===== src/rtl/burst_sched_pkg.sv =====
// Shared FSM state type, default burst timing and width helper for the burst scheduler.
package burst_sched_pkg;

  typedef enum logic [1:0] {
    ST_IDLE = 2'b00,
    ST_RUN  = 2'b01,
    ST_DONE = 2'b10
  } burst_state_e;

  localparam int DEF_CNT_NUM = 32'sd15;
  localparam int DEF_CNT_GAP = 32'sd30;

  // Index width that stays legal when only one requester exists.
  function automatic int idx_width(input int n);
    return (n > 32'sd1) ? $clog2(n) : 32'sd1;
  endfunction

endpackage


===== src/rtl/burst_engine.sv =====
// Gap/pulse counters for one burst: pulse every CNT_GAP cycles, CNT_NUM times.
// 'last' rises together with the final pulse; 'stop' cancels without a further pulse.
module burst_engine
  import burst_sched_pkg::*;
#(
  parameter int CNT_NUM = DEF_CNT_NUM,
  parameter int CNT_GAP = DEF_CNT_GAP
) (
  input  logic clk,
  input  logic rst,
  input  logic start,
  input  logic stop,
  output logic pulse,
  output logic last
);

  localparam int GW = $clog2(CNT_GAP);
  localparam int NW = $clog2(CNT_NUM + 1);

  localparam logic [GW-1:0] GAP_LAST = GW'(CNT_GAP - 1);
  localparam logic [GW-1:0] GAP_PRE  = GW'(CNT_GAP - 2);
  localparam logic [NW-1:0] NUM_PRE  = NW'(CNT_NUM - 1);

  logic          run_r;
  logic [GW-1:0] gap_cnt_r;
  logic [NW-1:0] pulse_cnt_r;
  logic          pulse_r;
  logic          last_r;
  logic          gap_pre_s;
  logic          gap_wrap_s;

  // The pulse register is loaded one count early so it lines up with count == CNT_GAP-1.
  assign gap_pre_s  = (gap_cnt_r == GAP_PRE);
  assign gap_wrap_s = (gap_cnt_r == GAP_LAST);

  // Counter and registered pulse/last update.
  always_ff @(posedge clk or posedge rst) begin
    if (rst) begin
      run_r       <= 1'b0;
      gap_cnt_r   <= {GW{1'b0}};
      pulse_cnt_r <= {NW{1'b0}};
      pulse_r     <= 1'b0;
      last_r      <= 1'b0;
    end else if (start || stop || last_r) begin
      run_r       <= start && !stop;
      gap_cnt_r   <= {GW{1'b0}};
      pulse_cnt_r <= {NW{1'b0}};
      pulse_r     <= 1'b0;
      last_r      <= 1'b0;
    end else if (run_r) begin
      gap_cnt_r   <= gap_wrap_s ? {GW{1'b0}} : gap_cnt_r + 1'b1;
      pulse_cnt_r <= gap_pre_s ? pulse_cnt_r + 1'b1 : pulse_cnt_r;
      pulse_r     <= gap_pre_s;
      last_r      <= gap_pre_s && (pulse_cnt_r == NUM_PRE);
    end else begin
      run_r       <= run_r;
      gap_cnt_r   <= gap_cnt_r;
      pulse_cnt_r <= pulse_cnt_r;
      pulse_r     <= pulse_r;
      last_r      <= last_r;
    end
  end

  assign pulse = pulse_r;
  assign last  = last_r;

endmodule


===== src/rtl/burst_scheduler.sv =====
// Round-robin burst scheduler: grants one requester a burst of CNT_NUM pulses.
// Optional abort input enabled by defining BURST_SCHED_ABORT_EN.
module burst_scheduler
  import burst_sched_pkg::*;
#(
  parameter int NUM_REQ = 4,
  parameter int CNT_NUM = DEF_CNT_NUM,
  parameter int CNT_GAP = DEF_CNT_GAP
) (
  input  logic               clk,
  input  logic               rst,
  input  logic [NUM_REQ-1:0] req,
  output logic [NUM_REQ-1:0] gnt,
  output logic               busy,
  output logic               pulse,
  output logic [NUM_REQ-1:0] done
`ifdef BURST_SCHED_ABORT_EN
  ,
  input  logic               abort
`endif
);

  localparam int PW = idx_width(NUM_REQ);

  burst_state_e       state_r;
  logic [PW-1:0]      rr_ptr_r;
  logic [NUM_REQ-1:0] armed_r;
  logic [NUM_REQ-1:0] gnt_r;
  logic [NUM_REQ-1:0] done_r;
  logic               busy_r;

  logic [NUM_REQ-1:0] elig_s;
  logic [NUM_REQ-1:0] win_oh_s;
  logic [NUM_REQ-1:0] clear_s;
  logic [PW-1:0]      win_idx_s;
  logic [PW-1:0]      next_ptr_s;
  logic [PW-1:0]      cand_s;
  logic               win_found_s;
  logic               start_s;
  logic               stop_s;
  logic               last_s;
  logic               finish_s;

  function automatic logic [NUM_REQ-1:0] idx_to_onehot(input logic [PW-1:0] idx);
    logic [NUM_REQ-1:0] oh;
    oh      = {NUM_REQ{1'b0}};
    oh[idx] = 1'b1;
    return oh;
  endfunction

  assign elig_s = req & armed_r;

  // Round-robin search starting at the requester after the last grant.
  always_comb begin
    win_found_s = 1'b0;
    win_idx_s   = {PW{1'b0}};
    cand_s      = {PW{1'b0}};
    for (int k = 0; k < NUM_REQ; k++) begin
      cand_s = PW'((int'(rr_ptr_r) + k) % NUM_REQ);
      if (!win_found_s && elig_s[cand_s]) begin
        win_found_s = 1'b1;
        win_idx_s   = cand_s;
      end else begin
        win_idx_s   = win_idx_s;
      end
    end
  end

  assign win_oh_s   = idx_to_onehot(win_idx_s);
  assign next_ptr_s = (win_idx_s == PW'(NUM_REQ - 1)) ? {PW{1'b0}} : win_idx_s + 1'b1;
  assign start_s    = (state_r == ST_IDLE) && win_found_s;

`ifdef BURST_SCHED_ABORT_EN
  assign stop_s = abort && (state_r == ST_RUN);
`else
  assign stop_s = 1'b0;
`endif

  assign finish_s = (state_r == ST_RUN) && (last_s || stop_s);
  assign clear_s  = finish_s ? gnt_r : {NUM_REQ{1'b0}};

  burst_engine #(
    .CNT_NUM (CNT_NUM),
    .CNT_GAP (CNT_GAP)
  ) u_engine (
    .clk   (clk),
    .rst   (rst),
    .start (start_s),
    .stop  (stop_s),
    .pulse (pulse),
    .last  (last_s)
  );

  // Scheduler FSM with registered grant, busy and done strobe.
  always_ff @(posedge clk or posedge rst) begin
    if (rst) begin
      state_r  <= ST_IDLE;
      gnt_r    <= {NUM_REQ{1'b0}};
      done_r   <= {NUM_REQ{1'b0}};
      busy_r   <= 1'b0;
      rr_ptr_r <= {PW{1'b0}};
    end else begin
      case (state_r)
        ST_IDLE: begin
          done_r <= {NUM_REQ{1'b0}};
          if (start_s) begin
            state_r  <= ST_RUN;
            gnt_r    <= win_oh_s;
            busy_r   <= 1'b1;
            rr_ptr_r <= next_ptr_s;
          end else begin
            state_r  <= ST_IDLE;
          end
        end
        ST_RUN: begin
          if (finish_s) begin
            state_r <= ST_DONE;
            gnt_r   <= {NUM_REQ{1'b0}};
            busy_r  <= 1'b0;
            done_r  <= gnt_r;
          end else begin
            state_r <= ST_RUN;
          end
        end
        ST_DONE: begin
          state_r <= ST_IDLE;
          done_r  <= {NUM_REQ{1'b0}};
        end
        default: begin
          state_r <= ST_IDLE;
          gnt_r   <= {NUM_REQ{1'b0}};
          done_r  <= {NUM_REQ{1'b0}};
          busy_r  <= 1'b0;
        end
      endcase
    end
  end

  // Re-arm flags: cleared at burst completion, set once the requester drops req.
  always_ff @(posedge clk or posedge rst) begin
    if (rst) begin
      armed_r <= {NUM_REQ{1'b1}};
    end else begin
      armed_r <= (armed_r | ~req) & ~clear_s;
    end
  end

  assign gnt  = gnt_r;
  assign busy = busy_r;
  assign done = done_r;

endmodule


===== config.mk =====
export PLATFORM = sky130hd
export DESIGN_NAME = burst_scheduler
export DESIGN_NICKNAME = d
export VERILOG_FILES = /design/src/rtl/burst_sched_pkg.sv /design/src/rtl/burst_engine.sv /design/src/rtl/burst_scheduler.sv
export SDC_FILE = /design/constraint.sdc
export NUM_CORES = 1
export LEC_CHECK = 0
export ABC_AREA = 1
export ABC_CLOCK_PERIOD_IN_PS = 2500
export BUFFER_PORTS_ARGS = -buffer_cell sky130_fd_sc_hd__buf_4
export CAP_MARGIN = 0
export CORE_UTILIZATION = 30
export CTS_BUF_LIST = sky130_fd_sc_hd__clkbuf_4 sky130_fd_sc_hd__clkbuf_8 sky130_fd_sc_hd__clkbuf_16
export DETAILED_ROUTE_END_ITERATION = 16
export PLACE_DENSITY = 0.55
export RECOVER_POWER = 50
export SETUP_SLACK_MARGIN = 0.5
export SLEW_MARGIN = 15
export SYNTH_ARGS = -nofsm -noshare
export SYNTH_HDL_FRONTEND = slang
export SYNTH_HIERARCHICAL = 1
export SYNTH_SLANG_ARGS = --single-unit

===== constraint.sdc =====
create_clock -name clk -period 2.5 [get_ports clk]
set_input_delay 0.125 -clock clk [delete_from_list [all_inputs] [get_ports clk]]
set_output_delay 0.125 -clock clk [all_outputs]
set_load 0.02 [all_outputs]

## Yosys cells after proc, flatten, opt, wreduce, memory -nomap -nowiden

Cells that the tools add are included.

- Equality and inequality tests: 8
- Bitwise operators: 6
- Muxes and demuxes: 41
- Add/sub/neg operators: 6
- Reduce and logical (&&, ||, !) cells: 17
- $lt $le $gt $ge: 6

Operators by type and width:

| operator | count |
|---|---|
| $mux W4 | 8 |
| $mux W1 | 16 |
| $lt A2 B3 Y1 const B | 5 |
| $mux W5 | 3 |
| $mux W2 | 6 |
| $pmux W4 S3 | 1 |
| $eq A5 B5 Y1 const B | 2 |
| $and A4 B4 Y4 | 2 |
| $bmux W1 S2 | 4 |
| $not A4 Y4 | 2 |
| $logic_and A1 B1 Y1 | 7 |
| $add A5 B1 Y5 const B | 1 |
| $add A2 B1 Y2 const B | 2 |
| $add A2 B2 Y2 const B | 2 |
| $add A4 B1 Y4 const B | 1 |
| $eq A2 B2 Y1 const B | 2 |
| $eq A4 B4 Y1 const B | 1 |
| $ne A2 B2 Y1 const B | 2 |
| $or A4 B4 Y4 | 1 |
| $pmux W2 S2 | 1 |
| $reduce_and A2 Y1 | 2 |
| $reduce_bool A2 Y1 | 2 |
| $logic_not A1 Y1 | 3 |
| $pmux W1 S3 | 1 |
| other kinds (7) | 7 |

- Register bits after elaboration: 29
- Input port bits: 6
- Output and inout port bits: 10

## Longest topological paths before layout

Gate-level depths: netlist (run 1).

- Word-level depth: 19
- Depth in mapped cells: 15
- Depth with buffers taken out: 14

## By module

Netlist (run 1), hierarchy kept.

By module, submodules not included:

| module | sequential area each (um^2) | area an instance (um^2) | cells each | instances |
|---|---|---|---|---|
| burst_scheduler | 430.4 | 1153.6 | 150 | 1 |
| burst_engine | 300.3 | 690.7 | 91 | 1 |

## Worst setup path after synthesis (run 1)

No wires, ideal clock.

- Kind: flip-flop to flip-flop
- From: reg rr_ptr_r[0]
- To: reg u_engine.pulse_cnt_r[0]
- Buffers on the path: 1
- Arrival: 1.653 ns
- Stages on the path, launching flop included: 15
- Path slack: 0.782 ns
- Cell sequence: dfrtp_1 -> buf_6 -> nand3_1 -> nand2_1 -> nand2_2 -> nand2_4 -> nor2_8 -> nand3_4 -> nand2_4 -> inv_4 -> inv_1 -> nand2_1 -> nor2_1 -> nand2_1 -> nand2_1

- Cells in the longest elaborated chain, start to end: 16

Ends and longest elaborated chain:

| what | line | RTL |
|---|---|---|
| from (decl) | burst_scheduler.sv:26 | `logic [PW-1:0] rr_ptr_r;` |
| from (signal assigned) | burst_scheduler.sv:101 | `rr_ptr_r <= {PW{1'b0}};` |
| from (signal assigned) | burst_scheduler.sv:110 | `rr_ptr_r <= next_ptr_s;` |
| parallel branches: the longest is 11 deep, another holds $add A2 B1 Y2 | n/a |  |
| $mux W1 * | burst_scheduler.sv:60 | `if (!win_found_s && elig_s[cand_s]) begin` |
| $logic_and A1 B1 Y1 * | burst_scheduler.sv:71 | `assign start_s = (state_r == ST_IDLE) && win_found_s;` |
| via start_s | burst_scheduler.sv:39 | `logic start_s;` |
| $logic_or A1 B1 Y1 * | burst_engine.sv:44 | `end else if (start \|\| stop \|\| last_r) begin` |
| $reduce_bool A2 Y1 (no line) | n/a |  |
| $reduce_and A2 Y1 (no line) | n/a |  |
| to (signal assigned) | burst_engine.sv:41 | `pulse_cnt_r <= {NW{1'b0}};` |
| to (signal assigned) | burst_engine.sv:47 | `pulse_cnt_r <= {NW{1'b0}};` |
| to (signal assigned) | burst_engine.sv:52 | `pulse_cnt_r <= gap_pre_s ? pulse_cnt_r + 1'b1 : pulse_cnt_r;` |
| to (decl) | burst_engine.sv:26 | `logic [NW-1:0] pulse_cnt_r;` |

Mark *: on every way through the listed nets, which the timed path passes. The select of a mux whose other input is x is not followed.
A chain may end at the register's enable or synchronous reset.

## Worst setup path after layout (run 1)

- From: reg rr_ptr_r[0]
- To: reg gnt_r[0] (netlist: gnt[0])

- Cells in the longest elaborated chain, start to end: 18

Ends and longest elaborated chain:

| what | line | RTL |
|---|---|---|
| parallel branches: the longest is 18 deep, another holds $lt A2 B3 Y1 | n/a |  |
| to (signal assigned) | burst_scheduler.sv:98 | `gnt_r <= {NUM_REQ{1'b0}};` |
| to (signal assigned) | burst_scheduler.sv:108 | `gnt_r <= win_oh_s;` |
| to (signal assigned) | burst_scheduler.sv:118 | `gnt_r <= {NUM_REQ{1'b0}};` |
| to (decl) | burst_scheduler.sv:28 | `logic [NUM_REQ-1:0] gnt_r;` |

Parallel ways; which one is timed is not known. The select of a mux whose other input is x is not followed.

==> results_dict.tcl, run 1 <==
set metrics [dict create \
    final_nets 286 \
    cts_tree "built" \
    die_width_um 80.4 \
    p_clk_share_pct 19.7 \
    setup_tns_ps 0 \
    drt-initial-drc-count 60 \
    yosysTopAreaCellShare_pct 33.9 \
    comb_power_share_pct 51.6 \
    routed_wl_mm 3.83 \
    hold_ws_ps 142 \
    num_io_pins 16 \
    crit_fanout 6 \
    fillers 627 \
    fin_crit_sh_pct 75.2 \
    crit_top_cell "nand2_1" \
    start_util_pct 31.1 \
    synth.yosys.seq_area_share_pct 39.6 \
    path_clk_slew_ps 70 \
    via_per_inst 4.45 \
    synthTopCellsByArea "dfrtp_1 (34%), nand2_1 (18%), nand3_1 (6.8%), ha_1 (6.1%), dfstp_2 (5.7%)" \
    core_mm2 0.00592 \
    arrival_ps 2050 \
    p_total_w 0.00214 \
    grt_max_degree 18 \
    grt.overflow.total 0 \
    track_usage_pct 13.0 \
    num_vias 1543 \
    drt_pre_antenna_iters 4 \
    critPathRequiredTime_ps 2670 \
    num_antenna_cells 0 \
    cts_root_buf "clkbuf_8" \
    synth.avg_cell_area_um2 7.65 \
    finalHoldViolCount 0 \
    rsz0062_at_grt "yes" \
    fmax_mhz 532 \
    finalCriticalPeriod_ps 1880 \
    setup_viol 0 \
    wl_per_cell_um 11.0 \
    swShare_pct 44.2 \
    ir_worst_vdd_mv 0.509 \
    synthFlopType "dfrtp_1" \
    cts_sinks 29 \
    grt_pass1_wl_mm 6.35 \
    synthCells 241 \
    max_cap_violations 0 \
    final_max_slew_viol_count 0 \
    synth_warnings 6 \
    worstHoldPathType "input port to flip-flop" \
    cts_max_level 2 \
    insertion_delay_ps 280 \
    dp_cells 329 \
    antenna_found_initial 0 \
    die_height_um 80.4 \
    synth_edf_count 0 \
    path_cells "buf_4, nand3_2, nand3_2, nand2_4, inv_2, nand2_2, nand2_1, nand2_1, nand2_2, nor2_4, inv_2, ha_1, nand4_1, nand2_1" \
    critical_path.top_delay_family "simple AND/OR/NAND/NOR gates" \
    cp-end-kind "flip-flop" \
    critPathLaunchType "flip-flop" \
    run_status "finished clean" \
    postRouteAntennaNets 0 \
    die-area_mm2 0.00646 \
    numPortBuffers 15 \
    place.gp.congestion 0.813 \
    dp_hpwl_mm 2.80 \
    seq_power_share_pct 28.7 \
    grt_pass1_vias 1432 \
    slowest_delay_ps 480 \
    crit_slowest_cell "dfrtp_2" \
    synthToLayoutAreaGrowth_pct 21.9 \
    p_leak_nw 1.17 \
    rows 28 \
    critPathKind "flip-flop to flip-flop" \
    clock_path_buffers 2 \
    async_flop_share_pct 100 \
    path_buf_inv 3 \
    numCtsBuffers 5 \
    yosysTopAreaCell "dfrtp_1" \
    synth_area_mm2 0.00184 \
    wl_met1_mm 1.77 \
    relSlewSlack_pct 57.7 \
    clock_skew_ps 5.92 \
    fin_cells 347 \
    switching_power_w 0.000949 \
    wl_met2_mm 1.91 \
    synth_most_common_cell "nand2_1" \
    worst_pin_slew_ps 633 \
    wl_met3_um 103 \
    ys_types 26 \
    synth_seq_cells 29 \
    synthTopCellsByCount "nand2_1 (89), dfrtp_1 (25), nand3_1 (25), inv_1 (24), nand2_2 (12)" \
    intPower_w 0.00120 \
    drc 0 \
    power.density_mw_per_mm2 954 \
    highest-signal-layer "met4" \
    drive_above_1_share_pct 27.9 \
]
-- what timing repair did --
action | CTS | global route
gates cloned | 0 | 1
setup endpoints to repair | 16 | 16
endpoints found under the hold margin | 25 | 0
resized for setup | 3 | 24
buffers inserted | 4 | 4
hold buffers | 1 | 0
pin swaps | 0 | 9
-- cells by family (layout without fill, tap and decap cells) --
logic type | after synthesis | after routing | share of synthesized area (%)
adders and majority gates | 9 | 9 | 6.11
DFF | 29 | 29 | 39.6
and+or+nand+nor | 158 | 158 | 42.5
AOI/OAI and AO/OA | 8 | 8 | 2.37
xor gates and xnor gates | 2 | 2 | 0.950
other | 1 | 2 | 0.203
buffers and inverters | 34 | 64 | 8.21
-- final timing paths --
kind	start	to	slack (ps)	cells past startpoint
min reg2reg	busy$_DFFE_PP0P_	busy$_DFFE_PP0P_	480	2
min	req[2]	armed_r[2]$_DFF_PP1_	140	4
max	rr_ptr_r[0]$_DFFE_PP0P_	gnt[0]$_DFFE_PP0P_	620	14
max reg2reg	rr_ptr_r[0]$_DFFE_PP0P_	gnt[0]$_DFFE_PP0P_	620	14
max in group asynchronous	rst	rr_ptr_r[1]$_DFFE_PP0P_	1540	3
min in group asynchronous	rst	u_engine/pulse_cnt_r[3]$_DFFE_PP0P_	440	3
-- cell type report --
cell class	instances	area (um^2)	area share (%)
Clock inverter	1	5.00	0.223
Clock buffer	7	96.3	4.28
Inverter	31	129	5.73
Timing Repair Buffer	24	153	6.79
Sequential cell	29	733	32.6
Timing Repair inverter	1	5.00	0.223
Multi-Input combinational cell	179	1030	46.0
Tap cell	75	93.8	4.17
-- flip-flops by register name, indices dropped and copies added, names as in the netlist --
register              count
u_engine/gap_cnt_r        5
armed_r                   4
done                      4
gnt                       4
u_engine/pulse_cnt_r      4
rr_ptr_r                  2
state_r                   2
busy                      1
u_engine/last             1
u_engine/pulse            1
u_engine/run_r            1
-- routing by layer --
layer / up-vias / track usage (%)
met5: - / 0
met4: 0 / 4.82
met3: 4 / 3.18
met2: 15 / 21.0
met1: 706 / 16.5
li1: 818 / -
-- power groups by stage --
| stage | Sequential [W] | Combinational [W] | Clock (W) |
|---|---|---|---|
| floorplan | 0.000603 | 0.000783 | 0 |
| global placement | 0.000619 | 0.000951 | 0 |
| detailed placement | 0.000620 | 0.000946 | 0 |
| CTS | 0.000604 | 0.00100 | 0.000439 |
| global route | 0.000623 | 0.00125 | 0.000457 |
| finish | 0.000615 | 0.00111 | 0.000423 |
-- layout by cell type (no fill, tap or decap), drive strengths merged --
master,Yosys,layout
clkbuf,0,18
dlygate4sd3,0,1
ha,9,9
nand3,30,30
nor3,1,1
dfstp,4,4
a21oi,1,1
xor2,2,2
dfrtp,25,25
nand4,8,8
o21ai,7,7
buf,3,12
clkinv,0,3
inv,31,30
conb,1,2
nand2,104,104
nor2,15,15
-- through the flow --
step                utilization (%)  area [um^2]  worst slack, ps
floorplan                         -         1850              782
global placement               34.2         2020              322
detailed placement             34.2         2020              295
CTS                            36.7         2170              567
global route                   38.0         2250              465
finish                         38.0         2250              621
-- worst min-delay path: cells and delay by family --
kind / cells / cell delay [ps]
buffers and inverters: 3 / 170
AOI/OAI and AO/OA: 1 / 130
Note: power is estimated with default switching activity, not from simulation.
==> inputs of run 2 (changes only) <==
- ABC_CLOCK_PERIOD_IN_PS: 2500 -> 1600
- PLACE_DENSITY: 0.55 -> 0.56
- clock period: 2.5 -> 1.6 ns (I/O delays scaled with it)
==> results_dict.tcl, run 2 (same netlist as run 1, synthesis figures left out) <==
set metrics [dict create \
    largest_reg_flops 5 \
    postRouteAntennaNets 0 \
    intPower_w 0.00225 \
    dp_cells 346 \
    relSlewSlack_pct 47.9 \
    crit_slowest_cell "dfstp_2" \
    p_clk_share_pct 20.3 \
    antenna_found_initial 0 \
    dp_hpwl_mm 3.06 \
    via_per_inst 4.55 \
    drt_pre_antenna_iters 4 \
    start_util_pct 31.1 \
    cts_tree "built" \
    clock_skew_ps 12.4 \
    finalHoldViolCount 0 \
    layout_common_cells "nand2_1 (77), buf_4 (31), dfrtp_1 (23), inv_1 (21), nand2_2 (19)" \
    max_cap_violations 0 \
    drive_above_1_share_pct 41.5 \
    num_antenna_cells 0 \
    fin_cells 359 \
    num_vias 1632 \
    critPathKind "flip-flop to flip-flop" \
    fin_crit_sh_pct 113 \
    critPathRequiredTime_ps 1770 \
    path_buf_inv 2 \
    final_nets 298 \
    num_io_pins 16 \
    numPortBuffers 15 \
    core_mm2 0.00592 \
    grt_max_degree 18 \
    switching_power_w 0.00171 \
    drt-initial-drc-count 61 \
    track_usage_pct 14.1 \
    die_height_um 80.4 \
    rr_worst_depth 11 \
    regArea_um2 733 \
    die_width_um 80.4 \
    seq_power_share_pct 23.9 \
    p_total_w 0.00397 \
    violations "negative setup slack" \
    mostFrequentLayoutCell "nand2_1" \
    comb_power_share_pct 55.9 \
    worst_pin_slew_ps 777 \
    routed_wl_mm 4.23 \
    wl_per_cell_um 11.8 \
    reg2reg_slack_ps -210 \
    grt.overflow.total 0 \
    rsz0062_at_grt "yes" \
    multi_input_area_mm2 0.00114 \
    insertion_delay_ps 280 \
    critPathLaunchType "flip-flop" \
    cts_root_buf "clkbuf_8" \
    cp-end-kind "flip-flop" \
    placed_area_mm2 0.00223 \
    worstHoldPathType "input port to flip-flop" \
    power.density_mw_per_mm2 1580 \
    drc 0 \
    fin_util_pct 42.4 \
    r2r_end "gnt[2]$_DFFE_PP0P_" \
    fillers 613 \
    die-area_mm2 0.00646 \
    numCtsBuffers 5 \
    ir_worst_vdd_mv 0.885 \
    top_register "u_engine/gap_cnt_r" \
    p_leak_nw 1.30 \
    synthToLayoutAreaGrowth_pct 36.2 \
    finalCriticalPeriod_ps 1810 \
    place.gp.congestion 0.828 \
    slowest_delay_ps 570 \
    hold_ws_ps 84.6 \
    crit_fanout 4 \
    startpoint "armed_r[2]$_DFF_PP1_" \
    path_cells "nand3_1, nand3_2, nand2_4, buf_4, nand3_2, nor2_4, nor2_4, inv_2, ha_1, nand4_1, nand2_1" \
    swShare_pct 43.2 \
    final_max_slew_viol_count 0 \
    cts_sinks 29 \
    grt_pass1_vias 1590 \
    run_status "finished, violations left" \
    path_clk_slew_ps 70 \
    setup_ws_ps -210 \
    arrival_ps 1990 \
    worstReg2RegStart "armed_r[2]$_DFF_PP1_" \
    cts_max_level 2 \
    setup_viol 17 \
    critical_path.top_delay_family "simple AND/OR/NAND/NOR gates" \
    rows 28 \
    final_area_mm2 0.00251 \
    worst-path-stages 11 \
    crit_path_end "gnt[2]$_DFFE_PP0P_" \
    grt_pass1_wl_mm 7.05 \
    fmax_mhz 552 \
    clock_path_buffers 2 \
]
==> run 2: final cells by class <==
class / instances / area share (%)
Clock inverter: 2 / 1.49
Tap cell: 75 / 3.74
Inverter: 31 / 5.28
Clock buffer: 6 / 3.29
Timing Repair Buffer: 37 / 11.8
Multi-Input combinational cell: 179 / 45.3
Sequential cell: 29 / 29.2
==> run 2: tightest hold or removal path: cells and delay by family <==
family	cells	cell delay [ps]
AO/OA/AOI/OAI	1	100
buffers and inverters	3	190
==> run 2: routing by layer <==
layer | part of all wire [%] | wire length (um) | GRT usage (%)
met5 | 0 | 0 | 0
met4 | 0.99 | 42 | 3.21
met3 | 3.6 | 153 | 3.75
met2 | 52 | 2180 | 25.0
met1 | 44 | 1850 | 16.7
==> run 2: per-stage QoR <==
step / setup TNS, ps / setup WS (ps)
final: -2910 / -210
after global routing: -4940 / -339
after CTS: -2640 / -186
after detailed placement: -2670 / -228
after global placement: -2310 / -205
after floorplan: -328 / -42.4
==> run 2: what timing repair did <==
item / CTS / global route
setup buffers: 3 / 1
hold buffers: 1 / 0
pin swaps: 4 / 9
gates resized for setup: 8 / 27
hold endpoints to repair: 25 / 0
endpoints found under the setup margin: 28 / 29
==> run 2: worst min path at each step <==
stage	start	end	slack, ps	cells past startpoint
6_report	req[1]	armed_r[1]$_DFF_PP1_	80	4
2_1_floorplan	rst	u_engine/gap_cnt_r[0]$_DFFE_PP0P_	-60	1
3_3_place_gp	rst	u_engine/pulse_cnt_r[2]$_DFFE_PP0P_	140	2
3_5_place_dp	rst	u_engine/pulse_cnt_r[0]$_DFFE_PP0P_	140	2
5_1_grt	req[1]	armed_r[1]$_DFF_PP1_	90	4
4_1_cts	req[1]	armed_r[1]$_DFF_PP1_	100	4
==> run 2: power groups by stage <==
| stage | clock (W) | sequential (W) | combinational (W) |
|---|---|---|---|
| detailed placement | 0 | 0.000943 | 0.00195 |
| global placement | 0 | 0.000942 | 0.00195 |
| global route | 0.000856 | 0.000967 | 0.00245 |
| floorplan | 0 | 0.000949 | 0.00133 |
| finish | 0.000804 | 0.000947 | 0.00222 |
| CTS | 0.000827 | 0.000938 | 0.00207 |
==> inputs of run 3 (changes only) <==
- PLACE_DENSITY: 0.56 -> 0.54
- SYNTH_HIERARCHICAL: 1 -> unset
- TNS_END_PERCENT: unset -> 30
==> results_dict.tcl, run 3 <==
set metrics [dict create \
    drive_above_1_share_pct 39.6 \
    arrival_ps 2100 \
    synth.avg_cell_area_um2 7.78 \
    synth_area_mm2 0.00173 \
    run_status "finished, violations left" \
    path_cells "buf_12, clkinv_8, nand3_4, nand3_1, nand2_2, buf_4, nand4_4, nand3_4, inv_2, ha_1, nor2_1, a21oi_2" \
    synth_warnings 0 \
    die-area_mm2 0.00606 \
    max_cap_violations 0 \
    critPathRequiredTime_ps 1780 \
    crit_top_cell "nand3_4" \
    finalHoldViolCount 0 \
    die_width_um 77.9 \
    grt_pass1_wl_mm 6.96 \
    clock_path_buffers 2 \
    setup_ws_ps -321 \
    synth.yosys.seq_area_share_pct 42.3 \
    finalCriticalPeriod_ps 1920 \
    crit_slowest_cell "dfrtp_1" \
    placed_area_mm2 0.00204 \
    crit_fanout 8 \
    routed_wl_mm 4.50 \
    synthTopCellsByArea "dfrtp_1 (36%), nand2_1 (14%), ha_1 (6.5%), nand4_1 (6.2%), dfstp_2 (6.1%)" \
    final_max_slew_viol_count 0 \
    synth_edf_count 0 \
    violations "negative setup slack" \
    numPortBuffers 15 \
    slowest_delay_ps 370 \
    cts_root_buf "clkbuf_8" \
    rows 27 \
    postRouteAntennaNets 0 \
    track_usage_pct 14.9 \
    place.gp.congestion 0.770 \
    clock_skew_ps 6.59 \
    via_per_inst 4.84 \
    fmax_mhz 521 \
    drc 0 \
    layout_common_cells "nand2_1 (50), buf_4 (38), inv_1 (24), dfrtp_1 (24), nand4_1 (17)" \
    synth_most_common_cell "nand2_1" \
    synth_fp_nets 237 \
    grt_max_degree 30 \
    power.density_mw_per_mm2 630 \
    fin_cells 340 \
    num_vias 1646 \
    worstHoldPathType "input port to flip-flop" \
    synthTopCellsByCount "nand2_1 (65), inv_1 (27), dfrtp_1 (25), nand3_1 (21), nor2_1 (18)" \
    relSlewSlack_pct 51.3 \
    grt_pass1_vias 1539 \
    cts_sinks 29 \
    die_height_um 77.9 \
    ir_worst_vdd_mv 0.522 \
    final_area_mm2 0.00248 \
    dp_hpwl_mm 2.73 \
    mostFrequentLayoutCell "nand2_1" \
    cts_max_level 2 \
    top_register "u_engine.gap_cnt_r" \
    fin_crit_sh_pct 120 \
    ys_types 25 \
    setup_viol 20 \
    drt-initial-drc-count 59 \
    synth_seq_cells 29 \
    grt.overflow.total 0 \
    final_nets 282 \
    insertion_delay_ps 290 \
    async_flop_share_pct 100 \
    synthToLayoutAreaGrowth_pct 43.7 \
    cts_tree "built" \
    synthCells 222 \
    synthFlopType "dfrtp_1" \
    drt_pre_antenna_iters 4 \
    num_io_pins 16 \
    regArea_um2 732 \
    multi_input_area_mm2 0.00107 \
    cp-end-kind "flip-flop" \
    antenna_found_initial 0 \
    core_mm2 0.00554 \
    worst_pin_slew_ps 731 \
    fillers 567 \
    yosysTopAreaCell "dfrtp_1" \
    start_util_pct 31.2 \
    largest_reg_flops 5 \
    numCtsBuffers 5 \
    path_clk_slew_ps 70 \
    dp_cells 320 \
    critPathKind "flip-flop to flip-flop" \
    wl_per_cell_um 13.2 \
    p_leak_nw 1.30 \
    critPathLaunchType "flip-flop" \
    rsz0062_at_grt "yes" \
    yosysTopAreaCellShare_pct 36.2 \
    num_antenna_cells 0 \
]
run 3: cell types whose count changed after synthesis, moves of 6 or more:
cell,change
nor2_1,+10
nand2_2,-6
nand4_1,+10
nand2_1,-24
run 3: layout make-up:
class                   count  share of cell area, %
multi-input cells         158                   43.3
flip-flops and latches     29                   29.5
repair buffers             44                   14.5
inverters                  29                   4.99
clock buffers               7                   3.88
well taps                  72                   3.63
clock inverters             1                  0.202
run 3: repair_timing:
action | in CTS | in global routing
cloned | 0 | 0
pin swaps | 6 | 24
endpoints found under the setup margin | 28 | 29
hold buffers | 1 | 0
resized for setup | 10 | 53
hold endpoints to repair | 25 | 0
setup buffers | 3 | 8
run 3: worst max-delay path, delay by kind of cell (launching register included):
kind | cells | cell delay, ps
AO/OA/AOI/OAI | 1 | 40
AND/OR/NAND/NOR | 6 | 690
adder cells (fa/ha/maj) | 1 | 280
flip-flops | 1 | 370
buffers and inverters | 4 | 420
run 3: stage by stage:
stage | utilization [%] | hold slack, ps | TNS, ps | setup WS (ps) | power, W
floorplan | - | 155 | -470 | -138 | 0.000801
global placement | 36.8 | 181 | -2890 | -346 | 0.000836
detailed placement | 36.8 | 194 | -2940 | -336 | 0.000837
CTS | 39.7 | 80.5 | -2880 | -237 | 0.00154
global route | 44.8 | 145 | -6320 | -398 | 0.00162
finish | 44.8 | 104 | -4320 | -321 | 0.00156
run 3: logic make-up after synthesis:
family | Yosys count | synth area share [%]
and+or+nand+nor | 133 | 35.8
buffers and inverters | 35 | 9.49
DFF | 29 | 42.3
AOI/OAI and AO/OA | 13 | 4.35
adders and majority gates | 9 | 6.52
xor gates and xnor gates | 3 | 1.52
run 3: where the power goes:
group	switching (W)	internal, W
clock network	0.000298	0.000388
registers	0.000000000000000000522	0.000734
logic	0.0000857	0.0000562
run 3: metal layers:
layer | global-route usage (%) | share of wire (%) | vias to the layer above
met5 | 0 | 0 | -
met4 | 6.98 | 3.6 | 0
met3 | 3.76 | 3.2 | 19
met2 | 25.0 | 50 | 42
met1 | 17.6 | 44 | 780
li1 | - | - | 805
run 3: final timing paths:
path / startpoint / endpoint / slack [ps] / depth (start not counted)
setup / recovery: rr_ptr_r[0]$_DFFE_PP0P_ / rr_ptr_r[1]$_DFFE_PP0P_ / -320 / 12
hold / removal: req[3] / armed_r[3]$_DFF_PP1_ / 100 / 4
setup reg to reg: rr_ptr_r[0]$_DFFE_PP0P_ / rr_ptr_r[1]$_DFFE_PP0P_ / -320 / 12
hold reg to reg: u_engine.last$_DFFE_PP0P_ / u_engine.run_r$_DFFE_PP0P_ / 470 / 1
max in group asynchronous: rst / rr_ptr_r[1]$_DFFE_PP0P_ / 520 / 4
min in group asynchronous: rst / u_engine.gap_cnt_r[4]$_DFFE_PP0P_ / 580 / 4
